File: src/rtl/pipelined_custom_adder_if.sv
// Valid/ready operand and result channels of pipelined_custom_adder.
// master drives operations and consumes results; slave is the adder.
interface pipelined_custom_adder_if #(
  parameter int A_WIDTH   = 58,
  parameter int B_WIDTH   = 37,
  parameter int TAG_WIDTH = 4
);

  logic                 in_valid;
  logic                 in_ready;
  logic [A_WIDTH-1:0]   in_a;
  logic [B_WIDTH-1:0]   in_b;
  logic                 in_sub;
  logic [TAG_WIDTH-1:0] in_tag;

  logic                 out_valid;
  logic                 out_ready;
  logic [A_WIDTH:0]     out_sum;
  logic [TAG_WIDTH-1:0] out_tag;

  modport master (
    output in_valid, in_a, in_b, in_sub, in_tag, out_ready,
    input  in_ready, out_valid, out_sum, out_tag
  );

  modport slave (
    input  in_valid, in_a, in_b, in_sub, in_tag, out_ready,
    output in_ready, out_valid, out_sum, out_tag
  );

endinterface

File: src/rtl/pipelined_custom_adder.sv
// Segmented carry-propagate adder/subtractor: one SEG_WIDTH carry segment per stage,
// valid/ready flow control with full back-pressure and a tag carried alongside each operation.
module pipelined_custom_adder #(
  parameter int A_WIDTH   = 58,
  parameter int B_WIDTH   = 37,
  parameter int SEG_WIDTH = 16,
  parameter bit SIGNED_B  = 1'b0,
  parameter int TAG_WIDTH = 4
) (
  input logic                     clk,
  input logic                     rst_n,
  pipelined_custom_adder_if.slave bus
);

  localparam int NSEG = (A_WIDTH + SEG_WIDTH - 1) / SEG_WIDTH;
  localparam logic [SEG_WIDTH-1:0] SEG_ONES = '1;

  if (B_WIDTH < 1 || B_WIDTH > A_WIDTH || SEG_WIDTH < 1 || SEG_WIDTH > A_WIDTH) begin : g_bad_params
    $error("pipelined_custom_adder: illegal width parameters");
  end

  // Everything a stage hands to the next one. sum holds the bits resolved so far,
  // a/bx keep the operands so later stages can pick their own segment.
  typedef struct packed {
    logic                 valid;
    logic                 sub;
    logic                 carry;
    logic [TAG_WIDTH-1:0] tag;
    logic [A_WIDTH-1:0]   a;
    logic [A_WIDTH-1:0]   bx;
    logic [A_WIDTH-1:0]   sum;
  } stage_t;

  stage_t          in_stage;
  stage_t          up      [NSEG];
  stage_t          stage_d [NSEG];
  stage_t          stage_q [NSEG];
  logic [NSEG-1:0] valid_vec;
  logic [NSEG-1:0] ready;

  // Stage-0 source: the incoming operation with B already extended to A's width.
  always_comb begin
    in_stage       = '0;
    in_stage.valid = bus.in_valid;
    in_stage.sub   = bus.in_sub;
    in_stage.carry = bus.in_sub;
    in_stage.tag   = bus.in_tag;
    in_stage.a     = bus.in_a;
    in_stage.bx    = SIGNED_B ? A_WIDTH'($signed(bus.in_b)) : A_WIDTH'(bus.in_b);
  end

  always_comb begin
    up[0] = in_stage;
    for (int k = 1; k < NSEG; k++) begin
      up[k] = stage_q[k-1];
    end
  end

  // A stage can load when it is empty or everything downstream of it can move.
  always_comb begin : ready_chain
    logic acc;
    acc       = bus.out_ready;
    valid_vec = '0;
    ready     = '0;
    for (int k = NSEG - 1; k >= 0; k--) begin
      valid_vec[k] = stage_q[k].valid;
      acc          = ~stage_q[k].valid | acc;
      ready[k]     = acc;
    end
  end

  assign bus.in_ready = rst_n & ready[0];

  always_comb begin : seg_add
    logic [SEG_WIDTH-1:0] a_seg;
    logic [SEG_WIDTH-1:0] b_seg;
    logic [SEG_WIDTH-1:0] seg_mask;
    logic [SEG_WIDTH:0]   seg_sum;
    logic [SEG_WIDTH:0]   carry_bits;
    int                   lo;
    int                   w;
    for (int k = 0; k < NSEG; k++) begin
      lo = k * SEG_WIDTH;
      // The last segment is narrower when SEG_WIDTH does not divide A_WIDTH.
      w  = (A_WIDTH - lo < SEG_WIDTH) ? (A_WIDTH - lo) : SEG_WIDTH;
      seg_mask = ~(SEG_ONES << w);
      a_seg    = SEG_WIDTH'(up[k].a >> lo) & seg_mask;
      b_seg    = SEG_WIDTH'(up[k].bx >> lo);
      if (up[k].sub) begin
        b_seg = ~b_seg;
      end
      b_seg      = b_seg & seg_mask;
      seg_sum    = {1'b0, a_seg} + {1'b0, b_seg} + {{SEG_WIDTH{1'b0}}, up[k].carry};
      carry_bits = seg_sum >> w;

      // NOTE: default every stage to "hold" before the conditional updates so no path
      // leaves stage_d unassigned and no latch is inferred.
      stage_d[k] = stage_q[k];
      if (ready[k]) begin
        stage_d[k].valid = up[k].valid;
        if (up[k].valid) begin
          stage_d[k]       = up[k];
          stage_d[k].sum   = up[k].sum | (A_WIDTH'(seg_sum[SEG_WIDTH-1:0] & seg_mask) << lo);
          stage_d[k].carry = carry_bits[0];
        end
      end
    end
  end

  // NOTE: the whole pipeline, datapath included, is cleared on reset so out_sum/out_tag
  // read as zero and nothing in flight survives; state uses non-blocking assignments only.
  always_ff @(posedge clk or negedge rst_n) begin
    if (!rst_n) begin
      for (int k = 0; k < NSEG; k++) begin
        stage_q[k] <= '0;
      end
    end else begin
      for (int k = 0; k < NSEG; k++) begin
        stage_q[k] <= stage_d[k];
      end
    end
  end

  assign bus.out_valid = stage_q[NSEG-1].valid;
  assign bus.out_sum   = {stage_q[NSEG-1].carry, stage_q[NSEG-1].sum};
  assign bus.out_tag   = stage_q[NSEG-1].tag;

endmodule
File: src/flat_wrapper.sv
// flat-port wrapper written by rule: the top's interface ports become plain ports
module pipelined_custom_adder_flat 
#(
  parameter int A_WIDTH   = 58,
  parameter int B_WIDTH   = 37,
  parameter int SEG_WIDTH = 16,
  parameter bit SIGNED_B  = 1'b0,
  parameter int TAG_WIDTH = 4
)
  (clk, rst_n, bus_in_valid, bus_in_a, bus_in_b, bus_in_sub, bus_in_tag, bus_out_ready, bus_in_ready, bus_out_valid, bus_out_sum, bus_out_tag);
  pipelined_custom_adder_if #(.A_WIDTH(A_WIDTH), .B_WIDTH(B_WIDTH), .TAG_WIDTH(TAG_WIDTH)) bus_i ();
  input logic clk;
  input logic rst_n;
  input wire logic [$bits(bus_i.in_valid)-1:0] bus_in_valid;
  input wire logic [$bits(bus_i.in_a)-1:0] bus_in_a;
  input wire logic [$bits(bus_i.in_b)-1:0] bus_in_b;
  input wire logic [$bits(bus_i.in_sub)-1:0] bus_in_sub;
  input wire logic [$bits(bus_i.in_tag)-1:0] bus_in_tag;
  input wire logic [$bits(bus_i.out_ready)-1:0] bus_out_ready;
  output wire logic [$bits(bus_i.in_ready)-1:0] bus_in_ready;
  output wire logic [$bits(bus_i.out_valid)-1:0] bus_out_valid;
  output wire logic [$bits(bus_i.out_sum)-1:0] bus_out_sum;
  output wire logic [$bits(bus_i.out_tag)-1:0] bus_out_tag;
  assign bus_i.in_valid = bus_in_valid;
  assign bus_i.in_a = bus_in_a;
  assign bus_i.in_b = bus_in_b;
  assign bus_i.in_sub = bus_in_sub;
  assign bus_i.in_tag = bus_in_tag;
  assign bus_i.out_ready = bus_out_ready;
  assign bus_in_ready = bus_i.in_ready;
  assign bus_out_valid = bus_i.out_valid;
  assign bus_out_sum = bus_i.out_sum;
  assign bus_out_tag = bus_i.out_tag;
  pipelined_custom_adder #(.A_WIDTH(A_WIDTH), .B_WIDTH(B_WIDTH), .SEG_WIDTH(SEG_WIDTH), .SIGNED_B(SIGNED_B), .TAG_WIDTH(TAG_WIDTH)) u_core (.clk(clk), .rst_n(rst_n), .bus(bus_i));
endmodule
File: config.mk
export PLATFORM = sky130hd
export DESIGN_NAME = pipelined_custom_adder_flat
export DESIGN_NICKNAME = d
export VERILOG_FILES = /design/src/rtl/pipelined_custom_adder_if.sv /design/src/rtl/pipelined_custom_adder.sv /design/src/flat_wrapper.sv
export SDC_FILE = /design/constraint.sdc
export NUM_CORES = 1
export LEC_CHECK = 0
export BUFFER_PORTS_ARGS = -buffer_cell sky130_fd_sc_hd__buf_2
export CORE_MARGIN = 2
export CORE_UTILIZATION = 30
export DETAILED_ROUTE_END_ITERATION = 10
export GPL_ROUTABILITY_DRIVEN = 0
export SKIP_CTS_REPAIR_TIMING = 1
export SYNTH_ARGS = -nofsm -noshare
export SYNTH_HDL_FRONTEND = slang
export SYNTH_SLANG_ARGS = --single-unit
File: constraint.sdc
create_clock -name clk -period 3.3 [get_ports clk]
set_input_delay 0.495 -clock clk [delete_from_list [all_inputs] [get_ports clk]]
set_output_delay 0.495 -clock clk [all_outputs]
set_load 0.005 [all_outputs]
# After elaboration in Yosys (flattened, before gate mapping)
# Index checks and enable logic that the tools add are counted.
[totals]
ff_bits = 598
input_bits = 104
out_inout_bits = 65
[op_classes]
add_sub_neg = 8
muxes = 8
bitwise = 15
reduce_logical = 4
[op_table]
columns = ["cell", "n"]
rows = [
  ["$mux W181", 4],
  ["$or A58 B48 Y58", 1],
  ["$or A58 B58 Y58", 1],
  ["$add A16 B16 Y17", 3],
  ["$add A17 B1 Y17", 3],
  ["$mux W16", 3],
  ["$not A16 Y16", 2],
  ["$or A16 B32 Y32", 1],
  ["$not A5 Y16", 1],
  ["$add A10 B10 Y11", 1],
  ["$add A11 B1 Y11", 1],
  ["$mux W10", 1],
  ["$reduce_and A2 Y1", 4],
  ["$not A1 Y1", 4],
  ["$or A1 B1 Y1", 4],
  ["$and A1 B1 Y1", 1],
]

# Longest topological paths before layout
[logic_depth]
ltp_word = 6
mapped_depth = 12

# Worst setup path after synthesis
# Ideal clock, no wire load.
[synth_path]
path_type = "flip-flop to flip-flop"
start = "reg u_core.stage_q[722] in the netlist's numbering"
end = "reg u_core.stage_q[392] in the netlist's numbering"
setup_time_ns = 0.095
t_arrival_ns = 2.834
t_required_ns = 3.205
setup_slack_ns = 0.371
path_stages_with_launch = 13
synth_period_minus_slack_ns = 2.929
cell_sequence = "dfrtp_1 > clkbuf_1 > buf_2 > xnor2_1 > fa_1 > fa_1 > nor2b_1 > o31a_1 > o21bai_2 > a31oi_1 > o21a_1 > nor3_1 > o31ai_1"
[synth_between]
elab_chain_cells = 4
[synth_lines]
columns = ["element", "line_no", "text"]
rows = [
  ["from (decl)", "pipelined_custom_adder.sv:37", "stage_t stage_q [NSEG];"],
  ["from (signal, indexed assignment)", "pipelined_custom_adder.sv:119", "stage_q[k] <= stage_d[k];"],
  ["$mux W16", "pipelined_custom_adder.sv:89", "if (up[k].sub) begin"],
  ["$add A16 B16 Y17", "pipelined_custom_adder.sv:93", "seg_sum = {1'b0, a_seg} + {1'b0, b_seg} + {{SEG_WIDTH{1'b0}}, up[k].carry};"],
  ["$add A17 B1 Y17", "pipelined_custom_adder.sv:93", ""],
  ["$or A16 B32 Y32", "pipelined_custom_adder.sv:103", "stage_d[k].sum = up[k].sum | (A_WIDTH'(seg_sum[SEG_WIDTH-1:0] & seg_mask) << lo);"],
]
# No other way between the ends.
# A chain may end at the register's enable or synchronous reset.

# Worst setup path after layout
# Ends and elaborated chain as after synthesis.

==> metrics.cfg <==
[status]
status=completed

[floorplanning]
fp-row-count=78
die_w_um=219
die_area_mm2=0.0480
io_pins=169
core-area_mm2=0.0456
die_h_um=219
start_util_pct=30.5

[sta]
period_minus_slack_ns=2.76
drv_slew=0
max_slew_margin_pct=36.1
finalHoldViolCount=0
rsz0062_at_grt=no
setup_tns_ns=0
fin_skew_ns=0.0112
timing.final.crit_share_pct=83.7
worst_pin_slew_ns=0.959
setup_ws_ns=0.537
fmax_mhz=362
setup_violations=0

[logic_synthesis]
synth_common_cells=285 x dfrtp_1, 224 x mux2_2, 72 x nand2_1, 63 x buf_4, 62 x o21ai_0
synth-warning-count=0
synth_top_flop_cell=dfrtp_1
synth-seq-cells=285
yosysSeqAreaShare_pct=51.4
syn_area_mm2=0.0139
synth_top_area_share_pct=51.4
avgSynthCellArea_um2=12.2
syn_inst=1134
ys_types=53
synth.largest_area_cell=dfrtp_1
synth_nets=1299
synth_most_common_cell=dfrtp_1
async_flop_share_pct=100
synth_edf_count=0
synthTopCellsByArea=dfrtp_1 51%, mux2_2 18%, ha_1 4.9%, buf_4 3.4%, xor2_1 3.3%

[global_route]
grt_overflow=0
antenna_found_initial=1
grt_max_degree=150
grt_pass1_vias=8557
grt_pass1_wl_um=46900
grtUsageTotal_pct=12.3

[critical_path]
startpoint_type=flop
r2r-start=u_core.stage_q[722]
worstPathMaxFanout=4
r2r_cells=10
worst_r2r_endpoint=u_core.stage_q[392]
crit_arrival_ns=3.20
ff2ff_setup_slack_ns=0.54
end_kind=flop
criticalPathCategory=flop to flop
worstPathRequired_ns=3.74

[routing]
drt_iter0_markers=398
remaining_drc_errors=0
postRouteWirelength_um=29100
dr.pass1.iters=4
postRouteAntennaNets=0
vias=8500
detail_route.wl_per_cell_um=15.5
avgViaCountPerCell=4.54

[pwr]
switching_share_pct=31.8
combPwrFrac_pct=33.6
intPower_uw=9610
peakVddDrop_v=0.000399
p_clk_share_pct=27.6
p_per_area_mw_per_mm2=870
seq_power_share_pct=38.8
leakagePower_uw=0.00734
p_switching_uw=4490

[clock_tree]
htree_levels=2
cts_root_buf=clkbuf_16
clock-sinks=285
cts_buffers=34
clock_latency_ns=0.53
cts_tree=yes
cts_buffer_depth=3
clk_pin_slew_worst_paths_ns=0.06

[cells_and_area]
area_growth_syn_to_layout_pct=16.8
diodes=0
drive_gt1_share_pct=37.1
multi_input_area_mm2=0.00605
final_cells=1874
layout.nets=1414
seq_area_mm2=0.00713
nFillCells=4453

[place]
placed_cells=1812
pre_cts_slack_ns=0.335
portBuffers=168
hpwlAfterDp_um=21000

[worst_hold_path]
min_path_cells=2
hold_end=u_core.stage_q[677]
hold_path.class=primary input to flop
hp-start=bus_in_a[18]

[job]
cap_violations=0

==> cell families (layout without fill, tap and decap cells) <==
| logic type | after synthesis | in the layout | synth area share, % |
|---|---|---|---|
| DFF | 285 | 285 | 51.4 |
| muxes | 230 | 230 | 18.6 |
| AOI/OAI and AO/OA | 182 | 182 | 8.28 |
| and+or+nand+nor | 176 | 176 | 6.00 |
| buffers and inverters | 128 | 268 | 5.33 |
| xor gates and xnor gates | 72 | 72 | 4.54 |
| adders and majority gates | 61 | 61 | 5.87 |
==> metrics by stage <==
| stage | utilization, % | power (uW) | hold slack [ns] | cell area [um2] |
|---|---|---|---|---|
| 2_1_floorplan | - | 9260 | 0.199 | 13900 |
| 3_3_place_gp | 33.0 | 10200 | 0.335 | 15000 |
| 3_5_place_dp | 33.0 | 10400 | 0.338 | 15000 |
| 4_1_cts | 35.6 | 14400 | -0.234 | 16200 |
| 5_1_grt | 35.6 | 15200 | 0.170 | 16200 |
| 6_report | 35.6 | 14100 | 0.191 | 16200 |
==> flip-flops by register name (all words and copies together) (netlist names) <==
name                  cells
u_core.bus.out_sum       59
u_core.seg_add.a_seg     10
u_core.stage_q          211
u_core.bus.out_valid      1
u_core.bus.out_tag        4
==> power by group through the flow <==
stage	clock network, uW	logic (uW)	registers (uW)
detailed placement	0	4810	5570
finish	3890	4740	5480
global placement	0	4680	5530
floorplan	0	3980	5280
global route	4170	5350	5660
CTS	4020	4830	5510
==> worst max path at each step <==
stage	start	to	slack (ns)	cells after the start
3_5_place_dp	bus_in_sub	u_core.stage_q[558]	0.33	11
4_1_cts	u_core.stage_q[722]	u_core.stage_q[392]	0.51	10
5_1_grt	u_core.stage_q[722]	u_core.stage_q[392]	0.29	11
3_3_place_gp	bus_in_sub	u_core.stage_q[558]	0.39	11
2_1_floorplan	u_core.stage_q[722]	u_core.stage_q[392]	0.37	12
6_report	u_core.stage_q[722]	u_core.stage_q[392]	0.54	10
==> placed cells by master, fill, tap and decap left out, types with 5 or more instances in the layout <==
cell	instances
clkinv_2	5
ha_1	54
clkbuf_16	35
o21a_1	16
nand2_1	68
inv_1	24
a211oi_1	11
mux2_2	224
o21ai_0	62
nor3_1	16
fa_1	7
nand2b_1	17
a21o_1	12
xnor2_1	19
nor2b_1	6
o21bai_1	7
bufinv_16	5
or3_1	5
mux2i_1	5
buf_12	6
nor2_1	30
clkbuf_1	9
dfrtp_1	285
xor2_1	53
nand3_1	10
o21ai_1	7
buf_4	8
o31ai_1	8
a21oi_1	36
buf_2	167
==> critical path, stage by stage, from the launching register on <==
cell and delay, ns:
dfrtp_1 0.40, xnor2_1 0.15, fa_1 0.49, fa_1 0.44
nor2b_1 0.15, o31a_1 0.23, o21bai_2 0.11, a31oi_1 0.28
o21a_1 0.17, nor3_1 0.05, o31ai_1 0.21
==> layer usage <==
layer  track usage, %  wire (um)
met1             16.3      13400
met2             19.9      13800
met3             2.30       1160
met4             4.77        743
met5                0          0
==> cell type report <==
cell class,instances,area share (%)
repair buffers,183,6.42
clock buffers,47,5.86
inverters,24,0.555
well taps,600,4.63
multi-input cells,721,37.3
flip-flops and latches,285,44.0
clock inverters,14,1.30
No activity file was read; power rests on OpenSTA's default activity.
